$ cat config.mk
export PLATFORM = sky130hd
export DESIGN_NAME = decode_stage_hz
export DESIGN_NICKNAME = d
export VERILOG_FILES = /design/src/rtl/decode_stage_hz.sv
export SDC_FILE = /design/constraint.sdc
export NUM_CORES = 2
export LEC_CHECK = 0
export CELL_PAD_IN_SITES_DETAIL_PLACEMENT = 1
export CELL_PAD_IN_SITES_GLOBAL_PLACEMENT = 1
export CORE_ASPECT_RATIO = 0.75
export CORE_MARGIN = 2
export CORE_UTILIZATION = 35
export DETAILED_ROUTE_END_ITERATION = 10
export PLACE_DENSITY = 0.58
export SETUP_SLACK_MARGIN = 0.2
export SYNTH_ARGS = -nofsm -noshare
export SYNTH_HDL_FRONTEND = slang
export SYNTH_SLANG_ARGS = --single-unit
$ cat constraint.sdc
create_clock -name clk -period 6.7 [get_ports clk]
set_clock_uncertainty 0.1 [all_clocks]
set_input_delay 2.01 -clock clk [delete_from_list [all_inputs] [get_ports clk]]
set_output_delay 2.01 -clock clk [all_outputs]
set_load 0.03 [all_outputs]
$ cat src/rtl/decode_stage_hz.sv
// decode_stage_hz: RV32I/RV32E decode with register file, write-back bypass, load-use interlock.
// Latency: 1 cycle from instr to the registered bundle; hazard_stall is combinational.
// Backpressure: stall_in holds the bundle and only refreshes operands; hazard_stall asks fetch to hold.
// Ports: clk/rstn; flush, stall_in; fetch_valid/instr/PCs in; write-back port in;
//        hazard_stall out; registered decode bundle out (dec_valid, dec_illegal, operands, controls).
module decode_stage_hz #(
  parameter int              XLEN       = 32,
  parameter int              NREGS      = 32,
  parameter logic [XLEN-1:0] STACK_ADDR = 32'h0000_03FF,
  parameter bit              BYPASS_EN  = 1'b1
) (
  input  logic            clk,
  input  logic            rstn,
  input  logic            flush,
  input  logic            stall_in,
  input  logic            fetch_valid,
  input  logic [31:0]     instr,
  input  logic [XLEN-1:0] fetch_instr_addr,
  input  logic [XLEN-1:0] fetch_instr_addr_plus,
  input  logic [4:0]      wb_wr_addr,
  input  logic [XLEN-1:0] wb_wr_data,
  input  logic            wb_regfile_wr_enable,
  output logic            hazard_stall,
  output logic            dec_valid,
  output logic            dec_illegal,
  output logic [XLEN-1:0] decode_instr_addr,
  output logic [XLEN-1:0] decode_instr_addr_plus,
  output logic [XLEN-1:0] rs_data1,
  output logic [XLEN-1:0] rs_data2,
  output logic [XLEN-1:0] decode_imm,
  output logic [4:0]      decode_rd,
  output logic [4:0]      decode_rs1,
  output logic [4:0]      decode_rs2,
  output logic [1:0]      decode_alu_op,
  output logic [1:0]      decode_result_src,
  output logic [2:0]      decode_funct3,
  output logic            decode_funct7b5,
  output logic            decode_jump,
  output logic            decode_jal_src,
  output logic            decode_branch,
  output logic            decode_alu_src,
  output logic            decode_lui_auipc,
  output logic            decode_regfile_wr_enable,
  output logic            decode_datamem_wr_enable
);

  localparam int         AW      = (NREGS == 16) ? 4 : 5;
  localparam logic [5:0] NREGS_W = 6'(NREGS);

  localparam logic [6:0] OP_R      = 7'b0110011;
  localparam logic [6:0] OP_I      = 7'b0010011;
  localparam logic [6:0] OP_LOAD   = 7'b0000011;
  localparam logic [6:0] OP_STORE  = 7'b0100011;
  localparam logic [6:0] OP_BRANCH = 7'b1100011;
  localparam logic [6:0] OP_JAL    = 7'b1101111;
  localparam logic [6:0] OP_JALR   = 7'b1100111;
  localparam logic [6:0] OP_LUI    = 7'b0110111;
  localparam logic [6:0] OP_AUIPC  = 7'b0010111;

  typedef struct packed {
    logic            valid;
    logic            illegal;
    logic [XLEN-1:0] pc;
    logic [XLEN-1:0] pc_plus;
    logic [XLEN-1:0] rs1_data;
    logic [XLEN-1:0] rs2_data;
    logic [XLEN-1:0] imm;
    logic [4:0]      rd;
    logic [4:0]      rs1;
    logic [4:0]      rs2;
    logic [1:0]      alu_op;
    logic [1:0]      result_src;
    logic [2:0]      funct3;
    logic            funct7b5;
    logic            jump;
    logic            jal_src;
    logic            branch;
    logic            alu_src;
    logic            lui_auipc;
    logic            rf_we;
    logic            dm_we;
  } dec_t;

  logic [XLEN-1:0] r_regs [NREGS];
  dec_t            r_dec;
  dec_t            w_dec;
  logic [6:0]      w_op;
  logic [4:0]      w_rd, w_rs1, w_rs2;
  logic            w_known, w_use_rd, w_use_rs1, w_use_rs2;
  logic            w_reads_rs1, w_reads_rs2;
  logic            w_wb_q;

  assign w_op  = instr[6:0];
  assign w_rd  = instr[11:7];
  assign w_rs1 = instr[19:15];
  assign w_rs2 = instr[24:20];

  // A write-back that actually lands in the array.
  assign w_wb_q = wb_regfile_wr_enable && (wb_wr_addr != 5'd0) && ({1'b0, wb_wr_addr} < NREGS_W);

  // Forwarding does not check the NREGS bound: an out-of-range source is flagged illegal anyway.
  function automatic logic [XLEN-1:0] f_read(input logic [4:0] a);
    if (BYPASS_EN && wb_regfile_wr_enable && (wb_wr_addr == a) && (a != 5'd0))
      return wb_wr_data;
    else if ((a != 5'd0) && ({1'b0, a} < NREGS_W))
      return r_regs[a[AW-1:0]];
    else
      return '0;
  endfunction

  always_comb begin
    w_dec          = '0;
    w_known        = 1'b1;
    w_use_rd       = 1'b0;
    w_use_rs1      = 1'b0;
    w_use_rs2      = 1'b0;
    w_dec.valid    = 1'b1;
    w_dec.pc       = fetch_instr_addr;
    w_dec.pc_plus  = fetch_instr_addr_plus;
    w_dec.rd       = w_rd;
    w_dec.rs1      = w_rs1;
    w_dec.rs2      = w_rs2;
    w_dec.funct3   = instr[14:12];
    w_dec.funct7b5 = instr[30];
    w_dec.rs1_data = f_read(w_rs1);
    w_dec.rs2_data = f_read(w_rs2);
    case (w_op)
      OP_R: begin
        w_dec.alu_op = 2'b10; w_dec.rf_we = 1'b1;
        w_use_rd = 1'b1; w_use_rs1 = 1'b1; w_use_rs2 = 1'b1;
      end
      OP_I: begin
        w_dec.alu_src = 1'b1; w_dec.alu_op = 2'b10; w_dec.rf_we = 1'b1;
        w_dec.imm = {{20{instr[31]}}, instr[31:20]};
        w_use_rd = 1'b1; w_use_rs1 = 1'b1;
      end
      OP_LOAD: begin
        w_dec.alu_src = 1'b1; w_dec.rf_we = 1'b1; w_dec.result_src = 2'b01;
        w_dec.imm = {{20{instr[31]}}, instr[31:20]};
        w_use_rd = 1'b1; w_use_rs1 = 1'b1;
      end
      OP_STORE: begin
        w_dec.alu_src = 1'b1; w_dec.dm_we = 1'b1;
        w_dec.imm = {{20{instr[31]}}, instr[31:25], instr[11:7]};
        w_use_rs1 = 1'b1; w_use_rs2 = 1'b1;
      end
      OP_BRANCH: begin
        w_dec.branch = 1'b1; w_dec.jal_src = 1'b1; w_dec.alu_op = 2'b01;
        w_dec.imm = {{19{instr[31]}}, instr[31], instr[7], instr[30:25], instr[11:8], 1'b0};
        w_use_rs1 = 1'b1; w_use_rs2 = 1'b1;
      end
      OP_JAL: begin
        w_dec.jump = 1'b1; w_dec.jal_src = 1'b1; w_dec.result_src = 2'b10; w_dec.rf_we = 1'b1;
        w_dec.imm = {{11{instr[31]}}, instr[31], instr[19:12], instr[20], instr[30:21], 1'b0};
        w_use_rd = 1'b1;
      end
      OP_JALR: begin
        w_dec.jump = 1'b1; w_dec.alu_src = 1'b1; w_dec.result_src = 2'b10; w_dec.rf_we = 1'b1;
        w_dec.imm = {{20{instr[31]}}, instr[31:20]};
        w_use_rd = 1'b1; w_use_rs1 = 1'b1;
      end
      OP_LUI, OP_AUIPC: begin
        w_dec.result_src = 2'b11; w_dec.rf_we = 1'b1;
        w_dec.lui_auipc  = (w_op == OP_AUIPC);
        w_dec.imm = {instr[31:12], 12'b0};
        w_use_rd = 1'b1;
      end
      default: w_known = 1'b0;
    endcase
    if (!w_known || (w_use_rd  && ({1'b0, w_rd}  >= NREGS_W))
                 || (w_use_rs1 && ({1'b0, w_rs1} >= NREGS_W))
                 || (w_use_rs2 && ({1'b0, w_rs2} >= NREGS_W))) begin
      w_dec.illegal = 1'b1;
      w_dec.rf_we   = 1'b0;
      w_dec.dm_we   = 1'b0;
      w_dec.jump    = 1'b0;
      w_dec.branch  = 1'b0;
    end
  end

  // Source usage for the interlock; unknown opcodes are treated as reading rs1.
  assign w_reads_rs1 = !((w_op == OP_JAL) || (w_op == OP_LUI) || (w_op == OP_AUIPC));
  assign w_reads_rs2 = (w_op == OP_R) || (w_op == OP_STORE) || (w_op == OP_BRANCH);

  assign hazard_stall = !stall_in && !flush && fetch_valid && r_dec.valid &&
                        (r_dec.result_src == 2'b01) && (r_dec.rd != 5'd0) &&
                        ((w_reads_rs1 && (w_rs1 == r_dec.rd)) || (w_reads_rs2 && (w_rs2 == r_dec.rd)));

  always_ff @(posedge clk) begin
    if (!rstn) begin
      r_dec <= '0;
      for (int i = 0; i < NREGS; i++) r_regs[i] <= (i == 2) ? STACK_ADDR : '0;
    end else begin
      if (w_wb_q) r_regs[wb_wr_addr[AW-1:0]] <= wb_wr_data;
      if (flush) begin
        r_dec <= '0;
      end else if (stall_in) begin
        // Held instruction keeps tracking write-backs so it never issues stale operands.
        if (w_wb_q && (wb_wr_addr == r_dec.rs1)) r_dec.rs1_data <= wb_wr_data;
        if (w_wb_q && (wb_wr_addr == r_dec.rs2)) r_dec.rs2_data <= wb_wr_data;
      end else if (hazard_stall || !fetch_valid) begin
        r_dec <= '0;
      end else begin
        r_dec <= w_dec;
      end
    end
  end

  assign dec_valid                = r_dec.valid;
  assign dec_illegal              = r_dec.illegal;
  assign decode_instr_addr        = r_dec.pc;
  assign decode_instr_addr_plus   = r_dec.pc_plus;
  assign rs_data1                 = r_dec.rs1_data;
  assign rs_data2                 = r_dec.rs2_data;
  assign decode_imm               = r_dec.imm;
  assign decode_rd                = r_dec.rd;
  assign decode_rs1               = r_dec.rs1;
  assign decode_rs2               = r_dec.rs2;
  assign decode_alu_op            = r_dec.alu_op;
  assign decode_result_src        = r_dec.result_src;
  assign decode_funct3            = r_dec.funct3;
  assign decode_funct7b5          = r_dec.funct7b5;
  assign decode_jump              = r_dec.jump;
  assign decode_jal_src           = r_dec.jal_src;
  assign decode_branch            = r_dec.branch;
  assign decode_alu_src           = r_dec.alu_src;
  assign decode_lui_auipc         = r_dec.lui_auipc;
  assign decode_regfile_wr_enable = r_dec.rf_we;
  assign decode_datamem_wr_enable = r_dec.dm_we;

endmodule
==> results.ini <==
[worst_setup_path]
critPathTopFamily = simple AND/OR/NAND/NOR gates
r2r_start = decode_result_src[0]$_SDFFE_PP0N_
crit_path_max_incr_delay_ps = 590
criticalPathCategory = in -> out
path_cells = clkdlybuf4s50_1 -> nor4bb_1 -> o211ai_2 -> or3_1 -> nand2_1 -> buf_12
critPathMaxFanout = 2
worstPathRequired_ps = 4590
reg2regPathDepth = 7
crit_slowest_cell = nor4bb_1
ff2ff_setup_slack_ps = 3530
r2r_end = rs_data2[16]$_SDFFE_PP0P_
cp_data_arrival_time_ps = 3990
crit_path_start_kind = input port
crit_buf_inv = 2
endpoint_kind = output pin

[cts]
cts_tree = done
cts_setup_buffers = 0
clock_latency_ps = 810
ctsResizeCount = 0
h-tree-depth = 4
numCtsBuffers = 135
cts_buffer_depth = 3
clk_pin_slew_ps = 70
cts_root_buf = clkbuf_16
ctsHoldBuffers = 0
cts_sinks = 1215

[die]
pin_count = 332
rows = 134
initial_core_util_pct = 35.1
die_w_um = 492
die_height_um = 370
dieArea_sq_um = 182000
core_area_sq_um = 178000

[finish]
final_cell_mix = edfxtp_1 (1024), and2_1 (982), mux4_2 (352), mux2i_1 (352), clkdlybuf4s50_1 (316)
area_delta_synth_final_pct = 18.0
final_common_cell = edfxtp_1
fillCellCount = 18000
fin_nets = 5096
drive_gt1_share_pct = 17.4
final_area_sq_um = 73600

[timing]
worst_pin_slew_ps = 1210
finalCritPeriodShare_pct = 91.1
max_slew_margin_pct = 19.0
hold_violations = 0
rsz0062_at_grt = false
finalMaxSlewViolations = 0
min_period_ps = 6100
fin_tns_setup_ps = 0
fmax_mhz = 164
finalSetupViolCount = 0

[logic_synthesis]
ys_seq_area_share_pct = 55.4
async_flop_share_pct = 0
yosys_warnings = 0
synth_cells = 4776
netlist_area_sq_um = 62400
yosys_register_bits = 1215
synth-main-ff-cell = edfxtp_1
synth_edf_count = 1024
ys_types = 63
avgSynthCellArea_sq_um = 13.1

[placed_design]
post-dp-hpwl_um = 152000
place_area_sq_um = 69100
port-buffer-count = 331
routabilityCongestion = 0.857

[drt]
drt_iter0_drc = 4959
drt-pass1-iter-count = 5
remaining_drc_errors = 0
wl_um = 249000
wl_per_cell_um = 33.4
detail-route-antenna-nets = 0
vias = 44100
vias_per_cell = 5.91

[min_path]
hold_start = dec_illegal$_SDFFE_PP0N_
min_path_type = reg -> reg
min_path_cells = 2
hold_end = dec_illegal$_SDFFE_PP0N_

[pwr]
p_per_area_nw_per_um2 = 254
ir_drop_mv = 0.173
leakage_uw = 0.0252

[global_route]
grt_pass1_wl_um = 349000
overflow = 0
antenna_found_initial = 12
grt_max_degree = 155
grt_usage_pct = 27.0
first_global_vias = 44800

[run_status]
status = finished clean

[job]
cap_violations = 0

flip-flops by register name (all words and copies together) (netlist names), 2 cells and up:
name	cells
r_regs	1024
decode_instr_addr_plus	32
decode_alu_op	2
decode_rs1	5
decode_result_src	2
decode_rs2	5
decode_imm	32
decode_funct3	3
rs_data2	32
rs_data1	32
decode_instr_addr	32
decode_rd	5
logic make-up after synthesis:
| family | Yosys count | share of synthesized area (%) |
|---|---|---|
| simple gates | 1510 | 13.8 |
| flops | 1215 | 55.4 |
| compound gates | 799 | 8.67 |
| mux | 706 | 18.4 |
| buf+inv | 515 | 3.29 |
| xor+xnor | 30 | 0.421 |
| other cells | 1 | 0.00601 |
where the power goes:
part           leakage (uW)  switching [uW]  internal (uW)
combinational        0.0117            1380            833
clock               0.00217            3280           4410
sequential           0.0113             211           8570
total                0.0252            4870          13800
through the flow:
| stage | total power [uW] | cells | util (%) | worst slack [ps] | hold slack (ps) |
|---|---|---|---|---|---|
| after floorplan | 10100 | 4807 | - | 896 | 484 |
| after global placement | 11100 | 7200 | 38.9 | 533 | 351 |
| after detailed placement | 11100 | 7200 | 38.9 | 570 | 359 |
| after CTS | 18800 | 7450 | 41.4 | 564 | 370 |
| after global routing | 19200 | 7452 | 41.4 | 556 | 389 |
| final | 18700 | 7463 | 41.5 | 596 | 367 |
cells in the mapped netlist, types with 3 or more instances:
master	instances	area share, %
a21oi_1	182	1.5
a22oi_1	244	2.9
a31oi_1	32	0.32
a32oi_1	4	0.056
a41oi_2	30	0.78
and2_1	985	9.9
buf_1	40	0.24
buf_2	71	0.57
buf_6	4	0.072
clkbuf_1	391	2.4
dfxtp_1	191	6.1
edfxtp_1	1024	49
inv_1	8	0.048
mux2i_1	352	5.6
mux4_2	352	13
nand2_1	188	1.1
nand2b_1	6	0.060
nand3_1	72	0.58
nand3_2	3	0.048
nand3b_1	4	0.048
nand4_1	40	0.40
nor2_1	145	0.87
nor2b_1	12	0.12
nor3_1	14	0.11
o21a_1	29	0.35
o21ai_0	173	1.4
o221ai_1	32	0.45
o22a_1	30	0.42
o22ai_1	32	0.32
or3_1	15	0.15
or3b_2	4	0.056
xnor2_1	21	0.29
xor2_1	9	0.13
cell type report:
type / count / area, sq um / area share [%]
clock buffers: 195 / 3910 / 5.31
well taps: 2380 / 2980 / 4.05
flip-flops and latches: 1215 / 34600 / 47.0
multi-input cells: 3077 / 26500 / 36.0
diodes: 13 / 32.5 / 0.0442
repair buffers: 520 / 5070 / 6.88
inverters: 8 / 30.0 / 0.0408
clock inverters: 55 / 534 / 0.726
worst max path at each step:
stage | start | slack (ps) | cells past startpoint | to
floorplan | wb_wr_addr[3] | 900 | 4 | r_regs[11][0]$_SDFFCE_PN0P_
global placement | flush | 530 | 6 | hazard_stall
detailed placement | flush | 570 | 6 | hazard_stall
CTS | flush | 560 | 6 | hazard_stall
global route | flush | 560 | 6 | hazard_stall
finish | flush | 600 | 6 | hazard_stall
per-layer routing:
metal	share of wire, %	GRT usage, %	routed length [um]
met1	43	37.8	108000
met2	46	42.6	114000
met3	7.6	4.38	18900
met4	3.4	9.57	8530
met5	0	0	0
worst register-to-register path, delay by kind of cell, from the launching register on:
kind	cells	cell delay [ps]
AOI/OAI and AO/OA	3	1080
and+or+nand+nor	3	1020
buffers and inverters	1	410
DFF	1	390
No activity file was read; power rests on OpenSTA's default activity.
